<file path="config.mk">
export PLATFORM = sky130hd
export DESIGN_NAME = priv_1_13_trap_sequencer_flat
export DESIGN_NICKNAME = d
export VERILOG_FILES = /design/src/rtl/priv_1_13_trap_sequencer_if.sv /design/src/rtl/priv_1_13_trap_sequencer.sv /design/src/flat_wrapper.sv
export SDC_FILE = /design/constraint.sdc
export NUM_CORES = 1
export LEC_CHECK = 0
export BUFFER_PORTS_ARGS = -buffer_cell sky130_fd_sc_hd__buf_2
export CAP_MARGIN = 20
export CORE_MARGIN = 2
export CORE_UTILIZATION = 28
export CTS_CLUSTER_SIZE = 24
export DETAILED_ROUTE_END_ITERATION = 16
export GPL_TIMING_DRIVEN = 0
export PLACE_DENSITY = 0.68
export SYNTH_ARGS = -nofsm -noshare
export SYNTH_HDL_FRONTEND = slang
export SYNTH_SLANG_ARGS = --single-unit
</file>
<file path="constraint.sdc">
create_clock -name CLK -period 2.2 [get_ports CLK]
set_input_delay 0.22 -clock CLK [delete_from_list [all_inputs] [get_ports CLK]]
set_output_delay 0.22 -clock CLK [all_outputs]
set_load 0.03 [all_outputs]
</file>
<file path="src/rtl/priv_1_13_trap_sequencer_if.sv">
// Request/strobe bundle between the pipeline/privilege blocks (master) and the trap sequencer (slave).
interface priv_1_13_trap_sequencer_if #(
  parameter int NIRQ = 16
);
  logic            exc_req;
  logic [3:0]      exc_cause;
  logic [NIRQ-1:0] irq_pending;
  logic            mret_req;
  logic            sret_req;
  logic [1:0]      curr_priv;
  logic            mstatus_mie;
  logic            mstatus_sie;
  logic [NIRQ-1:0] mideleg;
  logic [15:0]     medeleg;
  logic            pipe_drained;

  logic            flush;
  logic            csr_commit;
  logic            commit_to_s;
  logic            commit_is_intr;
  logic [3:0]      commit_cause;
  logic            ret_commit;
  logic            ret_is_s;
  logic            redirect_valid;
  logic            busy;

  modport master (
    output exc_req, exc_cause, irq_pending, mret_req, sret_req, curr_priv,
           mstatus_mie, mstatus_sie, mideleg, medeleg, pipe_drained,
    input  flush, csr_commit, commit_to_s, commit_is_intr, commit_cause,
           ret_commit, ret_is_s, redirect_valid, busy
  );

  modport slave (
    input  exc_req, exc_cause, irq_pending, mret_req, sret_req, curr_priv,
           mstatus_mie, mstatus_sie, mideleg, medeleg, pipe_drained,
    output flush, csr_commit, commit_to_s, commit_is_intr, commit_cause,
           ret_commit, ret_is_s, redirect_valid, busy
  );
endinterface

</file>
<file path="src/rtl/priv_1_13_trap_sequencer.sv">
// Trap/xRET sequencer: arbitrate, drain pipeline, commit pulse, redirect pulse.
// Define TRAP_SEQ_S_DELEG_EN to enable S-mode delegation and sret.
//
// state    | meaning
// IDLE     | evaluating requests, all outputs 0
// DRAIN    | flush held until pipe_drained
// COMMIT   | one-cycle csr_commit or ret_commit
// REDIRECT | one-cycle redirect_valid, then back to IDLE
module priv_1_13_trap_sequencer #(
  parameter int NIRQ = 16
) (
  input  logic                        CLK,
  input  logic                        nRST,
  priv_1_13_trap_sequencer_if.slave   bus
);

  typedef enum logic [1:0] {IDLE, DRAIN, COMMIT, REDIRECT} state_t;

  // Interrupt bits from lowest to highest priority; later hits overwrite earlier ones.
  localparam int IRQ_ORDER [6] = '{5, 1, 9, 7, 3, 11};

  state_t          state;
  logic            is_trap;

  logic [NIRQ-1:0] irq_deleg;
  logic [NIRQ-1:0] irq_en;
  logic [NIRQ-1:0] irq_elig;
  logic            m_ok;
  logic            s_ok;
  logic            sie;
  logic            exc_to_s;
  logic            sret_ok;
  logic            irq_hit;
  logic [3:0]      irq_sel;
  logic            irq_to_s;
  logic            unused_sig;

`ifdef TRAP_SEQ_S_DELEG_EN
  assign irq_deleg  = bus.mideleg;
  assign sie        = bus.mstatus_sie;
  assign exc_to_s   = bus.medeleg[bus.exc_cause] && (bus.curr_priv != 2'd3);
  assign sret_ok    = bus.sret_req;
  assign unused_sig = ^irq_elig;
`else
  assign irq_deleg  = '0;
  assign sie        = 1'b0;
  assign exc_to_s   = 1'b0;
  assign sret_ok    = 1'b0;
  assign unused_sig = ^{irq_elig, bus.mideleg, bus.medeleg, bus.mstatus_sie, bus.sret_req, sie};
`endif

  // S-targeted interrupts are never taken from M (or the reserved level 2).
  assign m_ok     = (bus.curr_priv != 2'd3) || bus.mstatus_mie;
  assign s_ok     = (bus.curr_priv == 2'd0) || ((bus.curr_priv == 2'd1) && sie);
  assign irq_en   = (irq_deleg & {NIRQ{s_ok}}) | (~irq_deleg & {NIRQ{m_ok}});
  assign irq_elig = bus.irq_pending & irq_en;

  always_comb begin
    irq_hit  = 1'b0;
    irq_sel  = '0;
    irq_to_s = 1'b0;
    for (int k = 0; k < 6; k++) begin
      if (IRQ_ORDER[k] < NIRQ && irq_elig[IRQ_ORDER[k]]) begin
        irq_hit  = 1'b1;
        irq_sel  = 4'(IRQ_ORDER[k]);
        irq_to_s = irq_deleg[IRQ_ORDER[k]];
      end
    end
  end

  always_ff @(posedge CLK) begin
    if (!nRST) begin
      state              <= IDLE;
      is_trap            <= 1'b0;
      bus.flush          <= 1'b0;
      bus.busy           <= 1'b0;
      bus.csr_commit     <= 1'b0;
      bus.ret_commit     <= 1'b0;
      bus.redirect_valid <= 1'b0;
      bus.commit_to_s    <= 1'b0;
      bus.commit_is_intr <= 1'b0;
      bus.commit_cause   <= '0;
      bus.ret_is_s       <= 1'b0;
    end else begin
      bus.csr_commit     <= 1'b0;
      bus.ret_commit     <= 1'b0;
      bus.redirect_valid <= 1'b0;
      case (state)
        IDLE: begin
          if (bus.exc_req || irq_hit || bus.mret_req || sret_ok) begin
            state     <= DRAIN;
            bus.flush <= 1'b1;
            bus.busy  <= 1'b1;
          end
          if (bus.exc_req) begin
            is_trap            <= 1'b1;
            bus.commit_to_s    <= exc_to_s;
            bus.commit_is_intr <= 1'b0;
            bus.commit_cause   <= bus.exc_cause;
            bus.ret_is_s       <= 1'b0;
          end else if (irq_hit) begin
            is_trap            <= 1'b1;
            bus.commit_to_s    <= irq_to_s;
            bus.commit_is_intr <= 1'b1;
            bus.commit_cause   <= irq_sel;
            bus.ret_is_s       <= 1'b0;
          end else if (bus.mret_req || sret_ok) begin
            is_trap            <= 1'b0;
            bus.commit_to_s    <= 1'b0;
            bus.commit_is_intr <= 1'b0;
            bus.commit_cause   <= '0;
            bus.ret_is_s       <= !bus.mret_req;
          end
        end
        DRAIN: begin
          if (bus.pipe_drained) begin
            state          <= COMMIT;
            bus.csr_commit <= is_trap;
            bus.ret_commit <= !is_trap;
          end
        end
        COMMIT: begin
          state              <= REDIRECT;
          bus.redirect_valid <= 1'b1;
        end
        REDIRECT: begin
          state              <= IDLE;
          is_trap            <= 1'b0;
          bus.flush          <= 1'b0;
          bus.busy           <= 1'b0;
          bus.commit_to_s    <= 1'b0;
          bus.commit_is_intr <= 1'b0;
          bus.commit_cause   <= '0;
          bus.ret_is_s       <= 1'b0;
        end
        default: state <= IDLE;
      endcase
    end
  end

endmodule

</file>
<file path="src/flat_wrapper.sv">
// flat-port wrapper written by rule: the top's interface ports become plain ports
module priv_1_13_trap_sequencer_flat 
#(
  parameter int NIRQ = 16
)
  (CLK, nRST, bus_exc_req, bus_exc_cause, bus_irq_pending, bus_mret_req, bus_sret_req, bus_curr_priv, bus_mstatus_mie, bus_mstatus_sie, bus_mideleg, bus_medeleg, bus_pipe_drained, bus_flush, bus_csr_commit, bus_commit_to_s, bus_commit_is_intr, bus_commit_cause, bus_ret_commit, bus_ret_is_s, bus_redirect_valid, bus_busy);
  priv_1_13_trap_sequencer_if #(.NIRQ(NIRQ)) bus_i ();
  input  logic CLK;
  input  logic nRST;
  input wire logic [$bits(bus_i.exc_req)-1:0] bus_exc_req;
  input wire logic [$bits(bus_i.exc_cause)-1:0] bus_exc_cause;
  input wire logic [$bits(bus_i.irq_pending)-1:0] bus_irq_pending;
  input wire logic [$bits(bus_i.mret_req)-1:0] bus_mret_req;
  input wire logic [$bits(bus_i.sret_req)-1:0] bus_sret_req;
  input wire logic [$bits(bus_i.curr_priv)-1:0] bus_curr_priv;
  input wire logic [$bits(bus_i.mstatus_mie)-1:0] bus_mstatus_mie;
  input wire logic [$bits(bus_i.mstatus_sie)-1:0] bus_mstatus_sie;
  input wire logic [$bits(bus_i.mideleg)-1:0] bus_mideleg;
  input wire logic [$bits(bus_i.medeleg)-1:0] bus_medeleg;
  input wire logic [$bits(bus_i.pipe_drained)-1:0] bus_pipe_drained;
  output wire logic [$bits(bus_i.flush)-1:0] bus_flush;
  output wire logic [$bits(bus_i.csr_commit)-1:0] bus_csr_commit;
  output wire logic [$bits(bus_i.commit_to_s)-1:0] bus_commit_to_s;
  output wire logic [$bits(bus_i.commit_is_intr)-1:0] bus_commit_is_intr;
  output wire logic [$bits(bus_i.commit_cause)-1:0] bus_commit_cause;
  output wire logic [$bits(bus_i.ret_commit)-1:0] bus_ret_commit;
  output wire logic [$bits(bus_i.ret_is_s)-1:0] bus_ret_is_s;
  output wire logic [$bits(bus_i.redirect_valid)-1:0] bus_redirect_valid;
  output wire logic [$bits(bus_i.busy)-1:0] bus_busy;
  assign bus_i.exc_req = bus_exc_req;
  assign bus_i.exc_cause = bus_exc_cause;
  assign bus_i.irq_pending = bus_irq_pending;
  assign bus_i.mret_req = bus_mret_req;
  assign bus_i.sret_req = bus_sret_req;
  assign bus_i.curr_priv = bus_curr_priv;
  assign bus_i.mstatus_mie = bus_mstatus_mie;
  assign bus_i.mstatus_sie = bus_mstatus_sie;
  assign bus_i.mideleg = bus_mideleg;
  assign bus_i.medeleg = bus_medeleg;
  assign bus_i.pipe_drained = bus_pipe_drained;
  assign bus_flush = bus_i.flush;
  assign bus_csr_commit = bus_i.csr_commit;
  assign bus_commit_to_s = bus_i.commit_to_s;
  assign bus_commit_is_intr = bus_i.commit_is_intr;
  assign bus_commit_cause = bus_i.commit_cause;
  assign bus_ret_commit = bus_i.ret_commit;
  assign bus_ret_is_s = bus_i.ret_is_s;
  assign bus_redirect_valid = bus_i.redirect_valid;
  assign bus_busy = bus_i.busy;
  priv_1_13_trap_sequencer #(.NIRQ(NIRQ)) u_core (.CLK(CLK), .nRST(nRST), .bus(bus_i));
endmodule
</file>
Word-level counts from Yosys, hierarchy flattened
Cells that the tools add are included.

word-level totals
  bits in registers = 14
  bits of input ports = 62
  output and inout bits = 12

operators by class
  equality and inequality tests = 7
  mux-type cells = 35
  bitwise gates (word level) = 1
  reductions and logical operators = 11

operator list
  kind                                                              number
  4-bit two-way mux                                                 8
  1-bit two-way mux                                                 17
  12-bit AND                                                        1
  1-bit case mux with 2 select lines                                5
  2-bit case mux with 4 select lines                                1
  4-bit case mux with 2 select lines                                1
  2-bit AND reduction                                               3
  2-bit == test (second input constant)                             2
  2-bit two-way mux                                                 2
  2-bit != test (second input constant)                             2
  4-bit by 3-bit != test with 1-bit output (second input constant)  1
  1-bit logical OR                                                  3
  3-bit two-way mux                                                 1
  3-bit AND reduction                                               1
  2-bit by 1-bit == test with 1-bit output (second input constant)  1
  1-bit zero test                                                   2
  2-bit zero test                                                   1
  2-bit by 1-bit != test with 1-bit output (second input constant)  1
  2-bit nonzero test                                                1

Depth between registers and ports, before layout
  depth in word-level cells = 13
  mapped depth = 6
  depth with buffers taken out = 6

Least setup slack after synthesis
No wires, ideal clock.

  kind = reg-to-reg
  from = register u_core.state[0]
  to = register u_core.state[1]
  setup time = 0.119 ns
  data arrival time = 1.439 ns
  setup slack = 0.642 ns
  cell stages (with the launch flop) = 7
  buffers on the path = 0
  clock period less this slack = 1.558 ns
  path through = dfxtp_1 inv_1 ha_1 nor3b_2 a21o_1 nand2b_4 o221a_2

on the way
  cells in the longest elaborated chain, start to end = 3
  elaborated cells on any way between the ends = 8

ends and longest elaborated chain
  what                                                                                               line                             text
  start: declaration                                                                                 priv_1_13_trap_sequencer.sv:22   state_t state;
  start signal: assignment                                                                           priv_1_13_trap_sequencer.sv:73   state <= IDLE;
  start signal: assignment                                                                           priv_1_13_trap_sequencer.sv:91   state <= DRAIN;
  start signal: assignment                                                                           priv_1_13_trap_sequencer.sv:117  state <= COMMIT;
  2-bit by 1-bit == test with 1-bit output / 2-bit zero test (equally long branches)                 priv_1_13_trap_sequencer.sv:88   case (state)
  2-bit != test (no source line) / 2-bit by 1-bit != test with 1-bit output (equally long branches)  --
  2-bit AND reduction (no source line)                                                               --

Parallel ways exist; a longest one is shown, timed or not.
A chain may end at the register's enable or synchronous reset.

Final worst setup path
Same ends and word-level chain as after synthesis.

==> results.cfg <==
[floorplan]
initial_core_util = 0.2944
ioPinCount = 74
core_um2 = 2477
fp.dieW_um = 55.04
rows = 18
die_y_um = 55.04
die-area_um2 = 3029

[finish]
seqCellArea_um2 = 260.3
drive_above_1_share = 0.3661
multi_input_area_um2 = 415.4
final_common_cell = buf_2
layout_common_cells = buf_2 (29), dfxtp_1 (13), a21oi_1 (7)
antenna_cells = 0
nets = 180
fillers = 284
area_growth_pct = 27.96
final_util = 0.3768

[placed_design]
gp_routability_congestion = 0.7558
portBuffers = 28
hpwlAfterDp_um = 1308

[timing]
hold_viol = 0
fmax_ghz = 0.5797
timing.final.crit_period_ns = 1.725
fin_crit_sh = 0.7841
fin_setup_tns_ns = 0
setup_violations = 0
fin_skew_ns = 0.006413
rsz0062_at_grt = no
slew_viol_final = 0

[worst_setup_path]
crit_chain = inv_1, ha_1, nor3b_2, a21o_1, nand2b_4, o221a_2
cpPeakStageDelay_ns = 0.41
worstPathArrival_ns = 1.90
cp.required_ns = 2.38
crit_family = compound AO/OA/AOI/OAI gates
cp_num_buf_inv = 1
crit_type = flip-flop to flip-flop
crit_path_max_fanout = 7
crit_slowest_cell = dfxtp_1
cp-start-kind = flip-flop
end_kind = flip-flop

[clock_network]
cts_resized = 0
tritoncts = done
clockBufferDepth = 2
clock_insertion_delay_worst_skew_ns = 0.28
cts_setup_buffers = 0
cts_sinks = 13
root_buffer = clkbuf_4
htreeDepth = 1
clkTransAtPathRegs_ns = 0.08
ctsHoldBuffers = 0
cts_made_buffers = 3

[logic_synthesis]
synthMuxAreaShare = 0
synthTopCellsByArea = dfxtp_1 (36%), ha_1 (8.6%), a21oi_1 (4.8%)
yosysUniqueCellTypes = 35
synth-edff-count = 0
synth-seq-cells = 13
synth_flop_cell = dfxtp_1
synth_xor_area_frac = 0
yosysTopAreaCell = dfxtp_1
synth_area_um2 = 729.5
netlist_instances = 80
synth.top_cell.area_share = 0.3568
synth_adder_area_share = 0.08576
synth_fp_nets = 147
ys_seq_area_frac = 0.3568
synth_top_family_by_area = compound AO/OA/AOI/OAI gates
synth_async_sr_flop_share = 0
ys_warn_count = 0
synth-simple-area-share = 0.2161
synth-compound-area-share = 0.2624
avgSynthCellArea_um2 = 9.118

[grt]
grt_util_all_layers = 0.1184
grt_pass1_wl_um = 2594
grt_util_met1 = 0.1487
grt_max_degree = 11
use_met2 = 0.1964
overflow = 0
met3_usage = 0.01613
antenna_found_initial = 0
grt.busiest_layer = met2
grt_pass1_vias = 634

[power_and_ir_drop]
power_w = 0.001071
p_leak_nw = 0.4523
ir_drop_uv = 409.7
cellPowerDensity_nw_per_um2 = 1147

[drt]
drt_pre_antenna_iters = 4
routedWlPerCell_um = 11.48
drcViolationCount = 0
vias = 702
viasPerCell = 4.944
wl_um = 1630
ant_nets = 0
first_iter_violations = 6

[status]
status = completed

[min_path]
holdCritPathClass = primary input to flip-flop

[job]
drv_cap = 0
## Yosys cell counts (3+ instances only)
cell      number
nor3_1         4
a21oi_1        7
dfxtp_1       13
nor2_1         5
inv_1          5
o211ai_1       3
ha_1           5
## sequential cells by signal (all words and copies together), names as in the netlist
register and count:
u_core.bus.commit_cause 4, u_core.state 2, u_core.bus.commit_is_intr 1, u_core.bus.csr_commit 1, u_core.bus.flush 1, u_core.bus.redirect_valid 1
u_core.bus.ret_commit 1, u_core.bus.ret_is_s 1, u_core.is_trap 1
## metal layers
layer	share of wire	routed length [um]
met1	0.47	767
met2	0.44	719
met3	0.070	114
met4	0.017	27
met5	0	0
## power breakdown
group	leakage (nW)	total (W)	internal [W]	switching [W]
Sequential	0.107	0.000362	0.000314	0.0000484
Combinational	0.330	0.000559	0.000222	0.000337
Clock	0.0150	0.000150	0.0000703	0.0000797
Total	0.452	0.00107	0.000606	0.000465
## metrics by stage
step	setup WS (ns)	cells	instance area, um2	hold WS (ns)
after floorplan	0.6420	80	729.5	0.3699
after detailed placement	0.4912	138	907.1	0.4294
after global routing	0.3912	142	933.4	0.2555
after CTS	0.4736	142	933.4	0.2395
final	0.4751	142	933.4	0.2392
after global placement	0.5340	138	907.1	0.4274
## path summary, 6_finish.rpt
kind                                      start               endpoint  slack (ns)  cells past startpoint
worst min-delay path               bus_mret_req       u_core.bus.flush        0.24                      3
worst max-delay path            u_core.state[0]        u_core.state[1]        0.48                      6
worst min register to register   u_core.is_trap  u_core.bus.ret_commit        0.45                      1
worst max register to register  u_core.state[0]        u_core.state[1]        0.48                      6
## cells by family (layout without fill, tap and decap cells)
family,Yosys count,count (layout)
AO/OA/AOI/OAI,26,26
AND/OR/NAND/NOR,25,25
flip-flops,13,13
buffers and inverters,10,42
adder cells (fa/ha/maj),5,5
other,1,1
## area by class of cell
cell class | count | area share
well taps | 30 | 0.04021
inverters | 5 | 0.02011
flip-flops and latches | 13 | 0.2788
clock buffers | 4 | 0.02815
repair buffers | 28 | 0.1501
plain buffers | 5 | 0.03753
multi-input cells | 57 | 0.4450
## tightest hold or removal path: stages
cell     delay, ns
buf_2         0.11
nor3b_2       0.05
o22ai_1       0.09
Note: power is estimated with default switching activity, not from simulation.
